<file path="src/rtl/onewire_pkg.sv">
// onewire_pkg: shared definitions for the 1-wire master sequencer, the
// onewire_rx receiver and their benches.
//   - ow_state_t    : master FSM states
//   - T_*_DEF       : default 1-wire timing, in 1 us clock cycles
//   - MAX_BYTES     : longest transaction, in bytes
//   - clamp_nbytes  : limits a requested byte count to MAX_BYTES
package onewire_pkg;

  typedef enum logic [2:0] {
    IDLE,
    RST_LOW,
    RST_HIGH,
    SLOT,
    REC,
    DONE
  } ow_state_t;

  localparam int T_RSTL_DEF = 480;
  localparam int T_RSTH_DEF = 480;
  localparam int T_MSP_DEF  = 70;
  localparam int T_LOW1_DEF = 6;
  localparam int T_LOW0_DEF = 60;
  localparam int T_MSR_DEF  = 15;
  localparam int T_SLOT_DEF = 60;
  localparam int T_REC_DEF  = 10;
  localparam int CNT_W_DEF  = 10;

  localparam int MAX_BYTES = 8;

  function automatic logic [3:0] clamp_nbytes(input logic [3:0] n);
    return (n > 4'(MAX_BYTES)) ? 4'(MAX_BYTES) : n;
  endfunction

endpackage

</file>
<file path="src/rtl/onewire_master_ctrl_sync.sv">
// onewire_sync: 2-FF synchronizer for the raw 1-wire bus level.
// Resets to 1 so the bus reads as idle (pulled up) out of reset.
//   clk   in   system clock
//   reset in   asynchronous active-low reset
//   i_d   in   raw asynchronous input
//   o_q   out  synchronized output, 2 cycles of latency
module onewire_sync (
  input  logic clk,
  input  logic reset,
  input  logic i_d,
  output logic o_q
);

  logic r_meta;
  logic r_q;

  always_ff @(posedge clk or negedge reset) begin
    if (!reset) begin
      r_meta <= 1'b1;
      r_q    <= 1'b1;
    end else begin
      r_meta <= i_d;
      r_q    <= r_meta;
    end
  end

  assign o_q = r_q;

endmodule

</file>
<file path="src/rtl/onewire_master_ctrl.sv">
// onewire_master_ctrl: 1-wire bus master. Each transaction sends a reset
// pulse, samples presence, then runs 8*nbytes write or read slots, LSB first.
//   clk        in   system clock, 1 MHz (1 cycle = 1 us)
//   reset      in   asynchronous active-low reset
//   i_start    in   one-cycle request, accepted only while o_busy=0
//   i_rw       in   0 = write slots, 1 = read slots
//   i_nbytes   in   byte count 0..8 (larger values clamp to 8)
//   i_wdata    in   write data, bit 0 sent first
//   i_dq       in   raw bus level
//   o_dq_oe    out  1 = pull bus low, 0 = release
//   o_rdata    out  read data, bit k from slot k
//   o_busy     out  transaction in progress
//   o_done     out  one-cycle pulse at transaction end
//   o_presence out  presence seen in last transaction
//   o_error    out  presence pulse missing during last transaction
module onewire_master_ctrl
  import onewire_pkg::*;
#(
  parameter int T_RSTL = T_RSTL_DEF,
  parameter int T_RSTH = T_RSTH_DEF,
  parameter int T_MSP  = T_MSP_DEF,
  parameter int T_LOW1 = T_LOW1_DEF,
  parameter int T_LOW0 = T_LOW0_DEF,
  parameter int T_MSR  = T_MSR_DEF,
  parameter int T_SLOT = T_SLOT_DEF,
  parameter int T_REC  = T_REC_DEF,
  parameter int CNT_W  = CNT_W_DEF
) (
  input  logic        clk,
  input  logic        reset,
  input  logic        i_start,
  input  logic        i_rw,
  input  logic [3:0]  i_nbytes,
  input  logic [63:0] i_wdata,
  input  logic        i_dq,
  output logic        o_dq_oe,
  output logic [63:0] o_rdata,
  output logic        o_busy,
  output logic        o_done,
  output logic        o_presence,
  output logic        o_error
);

  logic             w_dq_sync;
  logic [5:0]       w_last_idx;
  logic [CNT_W-1:0] w_t_next;
  logic [CNT_W-1:0] w_slot_low;

  ow_state_t        r_state;
  logic [CNT_W-1:0] r_timer;
  logic [5:0]       r_idx;
  logic             r_rw;
  logic [3:0]       r_nbytes;
  logic [63:0]      r_wdata;
  logic             r_pres_smp;
  logic             r_oe;
  logic [63:0]      r_rdata;
  logic             r_busy;
  logic             r_done;
  logic             r_presence;
  logic             r_error;

  onewire_sync u_sync (
    .clk   (clk),
    .reset (reset),
    .i_d   (i_dq),
    .o_q   (w_dq_sync)
  );

  // Last slot index is 8*nbytes-1; only meaningful when nbytes >= 1.
  assign w_last_idx = 6'({r_nbytes, 3'b000} - 7'd1);
  assign w_t_next   = r_timer + CNT_W'(1);
  // Read slots open with the same short low pulse as a write-1.
  assign w_slot_low = (r_rw || r_wdata[r_idx]) ? CNT_W'(T_LOW1) : CNT_W'(T_LOW0);

  // o_dq_oe is computed one cycle ahead from w_t_next so the registered
  // output lines up with the timer value of the cycle it applies to.
  always_ff @(posedge clk or negedge reset) begin
    if (!reset) begin
      r_state    <= IDLE;
      r_timer    <= '0;
      r_idx      <= '0;
      r_rw       <= 1'b0;
      r_nbytes   <= '0;
      r_wdata    <= '0;
      r_pres_smp <= 1'b0;
      r_oe       <= 1'b0;
      r_rdata    <= '0;
      r_busy     <= 1'b0;
      r_done     <= 1'b0;
      r_presence <= 1'b0;
      r_error    <= 1'b0;
    end else begin
      r_done  <= 1'b0;
      r_timer <= w_t_next;
      case (r_state)
        IDLE: begin
          r_timer <= '0;
          r_oe    <= 1'b0;
          if (i_start) begin
            r_rw       <= i_rw;
            r_nbytes   <= clamp_nbytes(i_nbytes);
            r_wdata    <= i_wdata;
            r_rdata    <= '0;
            r_presence <= 1'b0;
            r_error    <= 1'b0;
            r_busy     <= 1'b1;
            r_oe       <= 1'b1;
            r_state    <= RST_LOW;
          end
        end
        RST_LOW: begin
          if (r_timer == CNT_W'(T_RSTL - 1)) begin
            r_timer <= '0;
            r_oe    <= 1'b0;
            r_state <= RST_HIGH;
          end
        end
        RST_HIGH: begin
          if (r_timer == CNT_W'(T_MSP)) begin
            r_pres_smp <= ~w_dq_sync;
          end
          if (r_timer == CNT_W'(T_RSTH - 1)) begin
            r_timer <= '0;
            if (!r_pres_smp) begin
              r_error <= 1'b1;
              r_state <= DONE;
            end else begin
              r_presence <= 1'b1;
              if (r_nbytes == 4'd0) begin
                r_state <= DONE;
              end else begin
                r_idx   <= '0;
                r_oe    <= 1'b1;
                r_state <= SLOT;
              end
            end
          end
        end
        SLOT: begin
          if (r_rw && (r_timer == CNT_W'(T_MSR))) begin
            r_rdata[r_idx] <= w_dq_sync;
          end
          if (r_timer == CNT_W'(T_SLOT - 1)) begin
            r_timer <= '0;
            r_oe    <= 1'b0;
            r_state <= REC;
          end else begin
            r_oe <= (w_t_next < w_slot_low);
          end
        end
        REC: begin
          if (r_timer == CNT_W'(T_REC - 1)) begin
            r_timer <= '0;
            if (r_idx == w_last_idx) begin
              r_state <= DONE;
            end else begin
              r_idx   <= r_idx + 6'd1;
              r_oe    <= 1'b1;
              r_state <= SLOT;
            end
          end
        end
        DONE: begin
          r_timer <= '0;
          r_done  <= 1'b1;
          r_busy  <= 1'b0;
          r_state <= IDLE;
        end
        default: begin
          r_timer <= '0;
          r_oe    <= 1'b0;
          r_state <= IDLE;
        end
      endcase
    end
  end

  assign o_dq_oe    = r_oe;
  assign o_rdata    = r_rdata;
  assign o_busy     = r_busy;
  assign o_done     = r_done;
  assign o_presence = r_presence;
  assign o_error    = r_error;

endmodule
</file>
<file path="config.mk">
export PLATFORM = sky130hd
export DESIGN_NAME = onewire_master_ctrl
export DESIGN_NICKNAME = d
export VERILOG_FILES = /design/src/rtl/onewire_pkg.sv /design/src/rtl/onewire_master_ctrl_sync.sv /design/src/rtl/onewire_master_ctrl.sv
export SDC_FILE = /design/constraint.sdc
export NUM_CORES = 1
export LEC_CHECK = 0
export CAP_MARGIN = 0
export CORE_ASPECT_RATIO = 0.5
export CORE_MARGIN = 2
export CORE_UTILIZATION = 44
export CTS_CLUSTER_SIZE = 14
export DETAILED_ROUTE_END_ITERATION = 8
export DONT_BUFFER_PORTS = 1
export PLACE_DENSITY = 0.61
export SYNTH_ARGS = -nofsm -noshare
export SYNTH_HDL_FRONTEND = slang
export SYNTH_SLANG_ARGS = --single-unit
</file>
<file path="constraint.sdc">
create_clock -name clk -period 2.8 [get_ports clk]
set_input_delay 0.42 -clock clk [delete_from_list [all_inputs] [get_ports clk]]
set_output_delay 0.42 -clock clk [all_outputs]
set_load 0.02 [all_outputs]
</file>
# == Word level (Yosys, flattened, before mapping) ==
# Index checks and enable logic that the tools add are counted.
# word_totals
reg_bits,160
latch_bits,0
ramBits,0
mem_bits_ro,0
out_inout_bits,69
word_cells,112
memories,0
# classes
addsub,3
multipliers,0
div,0
order_cmp,4
n_eq_ne,21
shifts,0
n_mux,48
n_bitwise,2
n_reduce_logical,19
# ops
op,n
two-way mux 64 bit,2
case mux 64 bit (2 select lines),1
bitwise mux 64 bit,1
two-way mux 6 bit,6
two-way mux 10 bit,3
case mux 10 bit (3 select lines),1
two-way mux 3 bit,8
equality test 10 x 4 -> 1 bit (second input constant),2
!= test 2 bit (second input constant),10
two-way mux 1 bit,17
case mux 3 bit (5 select lines),1
case mux 6 bit (2 select lines),1
adder 10 x 1 -> 10 bit (second input constant),1
equality test 10 x 6 -> 1 bit (second input constant),1
equality test 10 x 7 -> 1 bit (second input constant),1
equality test 10 x 9 -> 1 bit (second input constant),1
< comparator 10 x 6 -> 1 bit,1
AND reduction 4 bit,2
nonzero test 2 bit,4
< comparator 6 x 7 -> 1 bit (second input constant),1
AND reduction 7 bit,1
adder 6 x 1 -> 6 bit (second input constant),1
binary-select mux 1 bit (select 6 bit),1
demux 1 bit (select 6 bit),1
20 further kinds,28

# == Depth between registers and ports, before layout ==
# Gate-level depths: netlist of the first run.
# depth
ltp_word,7
depth_mapped,14
depth_no_buf,11

# == Hierarchy ==
# From an unflattened synthesis of the first run, not the netlist that was laid out.
# unflattened
hier_cells,738
hier_area_um2,7739.9
# modules_own_cells
module,instances,cells_each,area_each_um2,seq_area_each_um2
onewire_master_ctrl,1,736,7687.4,3953.8
onewire_sync,1,2,52.6,52.6

# == Least setup slack after synthesis of the first run ==
# OpenSTA, ideal clock, no wires.
# synth_path
kind,register to register
start,register r_idx[0]
end,register r_oe (netlist: o_dq_oe)
arrival_time_ns,2.690
t_required_ns,2.733
slack_ns,0.043
path_stages_with_launch,14
n_path_buf,2
synth_period_minus_slack_ns,2.757
cell_sequence,dfrtp_1 > buf_6 > buf_8 > mux2_4 > a22oi_2 > o221ai_2 > a22oi_2 > nand4_2 > ha_1 > a21o_1 > a211oi_1 > o2111ai_1 > o21ai_0 > a311o_1
# synth_via
elab_chain_len,7
elab_cells_between_ends,10
cone_classes,1 x order compare; 2 x eq/ne; 5 x mux; 2 x reduce/logical
# synth_lines
item,line,source
from (decl),onewire_master_ctrl.sv:51,logic [5:0] r_idx;
from (signal assigned),onewire_master_ctrl.sv:158,r_idx <= r_idx + 6'd1;
binary-select mux 1 bit (select 6 bit),onewire_master_ctrl.sv:74,assign w_slot_low = (r_rw || r_wdata[r_idx]) ? CNT_W'(T_LOW1) : CNT_W'(T_LOW0);
two-way mux 1 bit (not written as such),onewire_master_ctrl.sv:74,
logical OR 1 bit,onewire_master_ctrl.sv:74,
two-way mux 6 bit,onewire_master_ctrl.sv:74,
< comparator 10 x 6 -> 1 bit,onewire_master_ctrl.sv:149,r_oe <= (w_t_next < w_slot_low);
two-way mux 1 bit,onewire_master_ctrl.sv:144,if (r_timer == CNT_W'(T_SLOT - 1)) begin
case mux 1 bit (6 select lines),onewire_master_ctrl.sv:96,case (r_state)
to (signal assigned),onewire_master_ctrl.sv:149,
to (decl),onewire_master_ctrl.sv:56,logic r_oe;
# Parallel ways exist; a longest one is shown, timed or not. The select of a mux whose other input is x is not followed.
# A chain may end at the register's enable or synchronous reset.

# == Worst setup path in the final report of the first run ==
# Same ends and word-level chain as after synthesis.

==> results of run 1 <==
==> cell type report <==
class | count | area [um^2] | share of cell area [%]
diodes | 3 | 7.51 | 0.0843
inverters | 11 | 41.3 | 0.464
repair buffers | 44 | 369 | 4.14
multi-input cells | 497 | 3580 | 40.2
clock buffers | 18 | 439 | 4.93
flip-flops and latches | 160 | 4010 | 45.0
well taps | 234 | 293 | 3.29
clock inverters | 14 | 170 | 1.91
==> stage by stage <==
stage	setup slack, ns	TNS, ns	cells	utilization [%]	power [W]
finish	-0.0794	-0.0794	981	51.6	0.00848
global route	-0.195	-0.195	980	51.6	0.00891
CTS	-0.0660	-0.0660	976	51.4	0.00848
detailed placement	-0.308	-0.308	941	47.1	0.00592
global placement	-0.130	-0.130	941	47.1	0.00585
floorplan	0.0426	0	714	-	0.00521
==> critical path, stage by stage (launching register included) <==
cell and delay [ns]:
dfrtp_1 0.42, buf_12 0.17, nor2b_4 0.15, a221oi_2 0.27
o22ai_2 0.14, a221oi_2 0.31, nand4_4 0.21, ha_4 0.29
a21o_1 0.16, a211oi_2 0.23, o2111ai_1 0.14, o21ai_1 0.16
a311o_1 0.14
==> routing by layer <==
metal	vias to the layer above	track usage (%)	share of wire [%]
li1	2656	-	-
met1	2970	34.3	47
met2	210	32.7	44
met3	26	6.90	7.9
met4	2	6.51	1.2
met5	-	0	0.033
==> registers in the layout, summed over array words and instances, names as in the netlist, 3 cells and up <==
name and flops:
r_wdata 64, r_idx 6, r_nbytes 4, o_rdata 64
r_state 3, r_timer 10
==> timing repair <==
item / in CTS / in global routing
endpoints found under the setup margin: 1 / 1
setup buffers: 2 / 2
pin swaps: 12 / 3
endpoints found under the hold margin: 161 / 160
gates resized for setup: 21 / 3
==> where the power goes <==
group	switching, W	internal, W
registers	0.000550	0.00291
logic	0.00128	0.00132
clock network	0.00106	0.00137
==> worst max-delay path by stage <==
stage / start / to / slack [ns] / cells after the start
floorplan: r_idx[0]$_DFFE_PN0P_ / o_dq_oe$_DFFE_PN0P_ / 0.04 / 13
global placement: r_idx[2]$_DFFE_PN0P_ / o_dq_oe$_DFFE_PN0P_ / -0.13 / 11
detailed placement: r_idx[2]$_DFFE_PN0P_ / o_dq_oe$_DFFE_PN0P_ / -0.31 / 11
CTS: r_idx[0]$_DFFE_PN0P_ / o_dq_oe$_DFFE_PN0P_ / -0.07 / 12
global route: r_idx[0]$_DFFE_PN0P_ / o_dq_oe$_DFFE_PN0P_ / -0.19 / 12
finish: r_idx[0]$_DFFE_PN0P_ / o_dq_oe$_DFFE_PN0P_ / -0.08 / 12
==> cells by family (layout without fill, tap and decap cells) <==
family	Yosys count	count (layout)	synth area share, %
buf+inv	57	87	3.59
simple gates	136	136	9.51
xor+xnor	11	11	1.42
mux	85	85	13.4
other cells	0	3	0
compound gates	256	256	18.8
fa+ha+maj	9	9	1.46
flops	160	160	51.8
==> placed cells by master, fill, tap and decap left out, types with 5 or more instances in the layout <==
cell type	Yosys	layout
dfrtp_1	158	157
o21ai_0	130	129
mux2_2	71	71
a21oi_1	70	69
nand2_1	41	40
buf_4	1	38
nor2_1	25	25
clkbuf_16	0	17
o21ai_1	12	13
inv_1	9	9
nor3_1	9	9
nor2b_1	10	8
a221oi_2	2	7
nand3_1	7	7
a22oi_2	3	6
and3_1	6	6
xnor2_1	6	6
nor3_2	6	6
ha_1	9	6
a221oi_1	10	5
nand2b_1	5	5
mux2i_1	5	5
==> run summary, run 1 <==
Final GP Congestion: 0.821
Worst R2R Setup Slack: -0.08 ns
Pre-antenna DRT Iters: 5
EDFF count, synth: 0
WP data arrival: 3.23 ns
Syn Area/Cell: 10.8 um^2
routed wire length: 21.4 mm
Reg-to-Reg Start: r_idx[0]$_DFFE_PN0P_
crit share post-route: 103%
vias in the first global route: 5,590
Finish-stage setup viols: 1
I/O Pins: 142
cts hold-fix bufs: 1
yosys warns: 0
Most used DFF post-synth: dfrtp_1
worst hold margin: -0.317 ns
R2R Path End: o_dq_oe$_DFFE_PN0P_
Core Area: 17,300 um^2
pwr/cell area: 952 nW/um^2
Final #Nets: 813
Seq cells post-synth: 160
top area cells in the synthesized netlist: dfrtp_1, mux2_2, o21ai_0
FP Rows: 34
Yosys top cell area share: 51.1%
worst relative slew slack: 50.0%
Pins Over Slew Limit: 0
Post-Syn Area: 7730 um^2
asr flop ratio synth: 100%
layout cells sized above 1: 26.1%
RSZ-0062 raised after global routing: yes
Max-Cap Viols: 0
crit path max fanout: 12
top-count cell post-synth: dfrtp_1
WL/cell: 21.8 um
placed cell area: 8130 um^2
Setup Skew: 0.0140 ns
crit path setup slack, layout: -0.0794 ns
Die Y: 97.7 um
Tot GR Track Use: 23.1%
vias: 5,864
fill count: 1,556
Synth cell types: 62
synth-to-layout area growth: 15.2%
failing checks: hold timing, setup timing
Worst-path clk slew: 0.07 ns
gr ovfl total: 0
pin count of the biggest net entering global routing: 161
nature of the critical path endpoint: register
Initial Utilization: 44.8%
critical path class: reg2reg
Synth area leader: dfrtp_1
Max clock buf depth: 2
f_max: 0.347 GHz
Hold Crit Class: in2async
DR iter-0 viols: 474
H-tree levels: 4
CTS tree: done
initial antenna violation count: 3
die width: 191 um
# DRC: 0
Root Buffer: clkbuf_16
R2R depth: 12
worst slew pin tran: 0.748 ns
Fin. Hold Viols: 160
detailed placement HPWL: 14.5 mm
first-pass GRT wire length: 33.1 mm
antenna viol nets, final: 0
run status: finished, violations left
DIE AREA: 18,700 um^2
Leak: 3.79 nW
Post-Synthesis Cells: 714
clock sinks: 160
Inserted Clock Buffers: 17
clk_lat worst skew: 0.43 ns
Min Clock Period, post-route: 2.88 ns
final instance area: 8910 um^2
sequential share of the synthesized area: 51.8%
top cells by count, synth: dfrtp_1, o21ai_0, mux2_2
CP Launch Type: register
Max rail drop VDD: 0.537 mV
Mapped Nets: 796
IO Port Bufs: 0
Via density: 5.98
Worst Path Required: 3.15 ns
Power figures use the tool's default switching activity.
==> inputs of run 2 (changes only) <==
--- a/config.mk
+++ b/config.mk
@@ -13,6 +13,7 @@
 export DETAILED_ROUTE_END_ITERATION = 8
 export DONT_BUFFER_PORTS = 1
 export PLACE_DENSITY = 0.61
+export SETUP_SLACK_MARGIN = 0.2
 export SYNTH_ARGS = -nofsm -noshare
 export SYNTH_HDL_FRONTEND = slang
 export SYNTH_SLANG_ARGS = --single-unit
==> run summary, run 2 (synthesis gave the netlist of run 1 again) <==
switching share of total power: 34.2% (+0.15 points)
Internal Power: 0.00559 W (about the same)
Worst-path clk slew: 0.07 ns (about the same)
run status: finished, violations left
detailed placement HPWL: 14.6 mm (+0.59%)
Final #Nets: 816 (+0.37%)
# DRC: 0 (unchanged)
pwr/cell area: 951 nW/um^2 (-0.14%)
antenna viol nets, final: 0 (unchanged)
Max clock buf depth: 2 (unchanged)
clk_lat worst skew: 0.43 ns (about the same)
die width: 191 um (unchanged)
Min Clock Period, post-route: 2.86 ns (-0.0212 ns)
commonest cells after routing, fill and taps aside: dfrtp_1, o21ai_0, mux2_2, a21oi_1, buf_4
H-tree levels: 4 (unchanged)
Hold Crit Class: in2async
gr ovfl total: 0 (unchanged)
clock power share: 28.5% (about the same)
crit share post-route: 102% (-0.76 points)
Post-Place Setup Slack: -0.189 ns (+0.119 ns)
worst hold margin: -0.316 ns (+0.00156 ns)
Max rail drop VDD: 0.485 mV (-9.8%)
vias: 5,902 (+0.65%)
most common cell after layout, fill and taps aside: dfrtp_1
Pre-antenna DRT Iters: 5 (unchanged)
placed cell area: 8130 um^2 (about the same)
part of the power in combinational logic: 30.3% (-0.3 points)
IO Port Bufs: 0 (unchanged)
Max-Cap Viols: 0 (unchanged)
diode count: 0 (-3)
synth-to-layout area growth: 15.6%
critical path class: reg2reg
Final GP Congestion: 0.832 (+1.3%)
Via density: 6.02 (+0.65%)
f_max: 0.350 GHz (+0.74%)
Fin. Hold Viols: 160 (unchanged)
layout cells sized above 1: 26.6% (+0.56 points)
nature of the critical path endpoint: register
initial antenna violation count: 2 (-1)
Finish-stage setup viols: 1 (unchanged)
Setup Skew: 0.0138 ns (-0.000240 ns)
sequential power share: 41.1% (+0.4 points)
fill count: 1,578 (+1.4%)
DIE AREA: 18,700 um^2 (unchanged)
Root Buffer: clkbuf_16
CP Launch Type: register
failing checks: hold timing, setup timing
WP data arrival: 3.21 ns (-0.02 ns)
crit path max fanout: 7 (-5)
Core Area: 17,300 um^2 (unchanged)
cts hold-fix bufs: 1 (unchanged)
worst path cell trace: buf_12, mux2_4, a22oi_2, nand2_1, a221oi_2, nand4_4, ha_4, a21o_1, a211oi_2, o2111ai_1, o21ai_1, a311o_1
final instance area: 8940 um^2 (+0.35%)
vias in the first global route: 5,652 (+1.1%)
RSZ-0062 raised after global routing: yes
Sw Pwr: 0.00291 W (+0.67%)
clock sinks: 160 (unchanged)
worst slew pin tran: 0.834 ns (+0.0863 ns)
Tot GR Track Use: 23.6% (+0.44 points)
Worst Path Required: 3.15 ns (about the same)
pin count of the biggest net entering global routing: 161 (unchanged)
CP max-delay cell: dfrtp_2
Initial Utilization: 44.8% (unchanged)
WL/cell: 22.0 um (+1.2%)
crit path setup slack, layout: -0.0582 ns (+0.0212 ns)
Pins Over Slew Limit: 0 (unchanged)
routed wire length: 21.6 mm (+1.2%)
Leak: 3.82 nW (+0.66%)
Die Y: 97.7 um (unchanged)
Inserted Clock Buffers: 17 (unchanged)
CTS tree: done
DR iter-0 viols: 523 (+10%)
slowest stage delay, CP: 0.45 ns (+0.03 ns)
worst relative slew slack: 44.2% (-5.8 points)
FP Rows: 34 (unchanged)
first-pass GRT wire length: 33.9 mm (+2.4%)
I/O Pins: 142 (unchanged)
## run 2: path summary, 6_finish.rpt
check	from	to	slack, ns	cells past startpoint
max reg2reg	r_idx[0]$_DFFE_PN0P_	o_dq_oe$_DFFE_PN0P_	-0.06	12
max	r_idx[0]$_DFFE_PN0P_	o_dq_oe$_DFFE_PN0P_	-0.06	12
min reg2reg	u_sync.r_meta$_DFF_PN1_	u_sync.o_q$_DFF_PN1_	0.35	0
min in group clk	i_wdata[61]	r_wdata[61]$_DFFE_PN0P_	0.14	1
min	reset	r_wdata[61]$_DFFE_PN0P_	-0.32	0
max in group asynchronous	reset	o_dq_oe$_DFFE_PN0P_	2.86	0
## run 2: timing repair
item | in CTS | in global routing
pin swaps | 15 | 6
buffers inserted | 8 | 0
gates resized for setup | 21 | 6
cloned | 1 | 0
endpoints found under the setup margin | 1 | 7
endpoints found under the hold margin | 161 | 160
## run 2: stage by stage
stage / util [%] / TNS, ns / instances / power [W]
6_report: 51.8 / -0.0582 / 981 / 0.00850
5_1_grt: 51.8 / -0.163 / 981 / 0.00894
4_1_cts: 51.6 / -0.0638 / 981 / 0.00850
3_5_place_dp: 47.1 / -0.189 / 939 / 0.00594
3_3_place_gp: 47.1 / -0.0713 / 939 / 0.00585
2_1_floorplan: - / 0 / 714 / 0.00523
## run 2: layout make-up
type,count,area [um^2],area share [%]
clock buffer,18,439,4.91
clock inverter,14,171,1.92
inverter,11,41.3,0.462
multi-input combinational,497,3580,40.1
sequential,160,4010,44.9
tap,234,293,3.28
timing repair buffer,47,402,4.49
## run 2: power groups by stage
| stage | Sequential, W | Combinational [W] | Clock [W] |
|---|---|---|---|
| after CTS | 0.00349 | 0.00256 | 0.00246 |
| after global placement | 0.00350 | 0.00235 | 0 |
| after global routing | 0.00356 | 0.00282 | 0.00255 |
| after detailed placement | 0.00351 | 0.00243 | 0 |
| after floorplan | 0.00320 | 0.00203 | 0 |
| final | 0.00350 | 0.00258 | 0.00243 |
## run 2: worst max-delay path, delay by kind of cell, from the launching register on
kind | cells | cell delay [ns]
compound gates | 7 | 1.30
flops | 1 | 0.45
simple gates | 2 | 0.31
mux | 1 | 0.30
fa+ha+maj | 1 | 0.26
buf+inv | 1 | 0.16
## run 2: metal layers
layer / track usage [%] / part of all wire [%] / vias up
met4: 5.68 / 1.2 / 2
met3: 6.65 / 7.8 / 21
met1: 34.6 / 46 / 3021
met5: 0 / 0.042 / -
li1: - / - / 2659
met2: 34.6 / 45 / 199
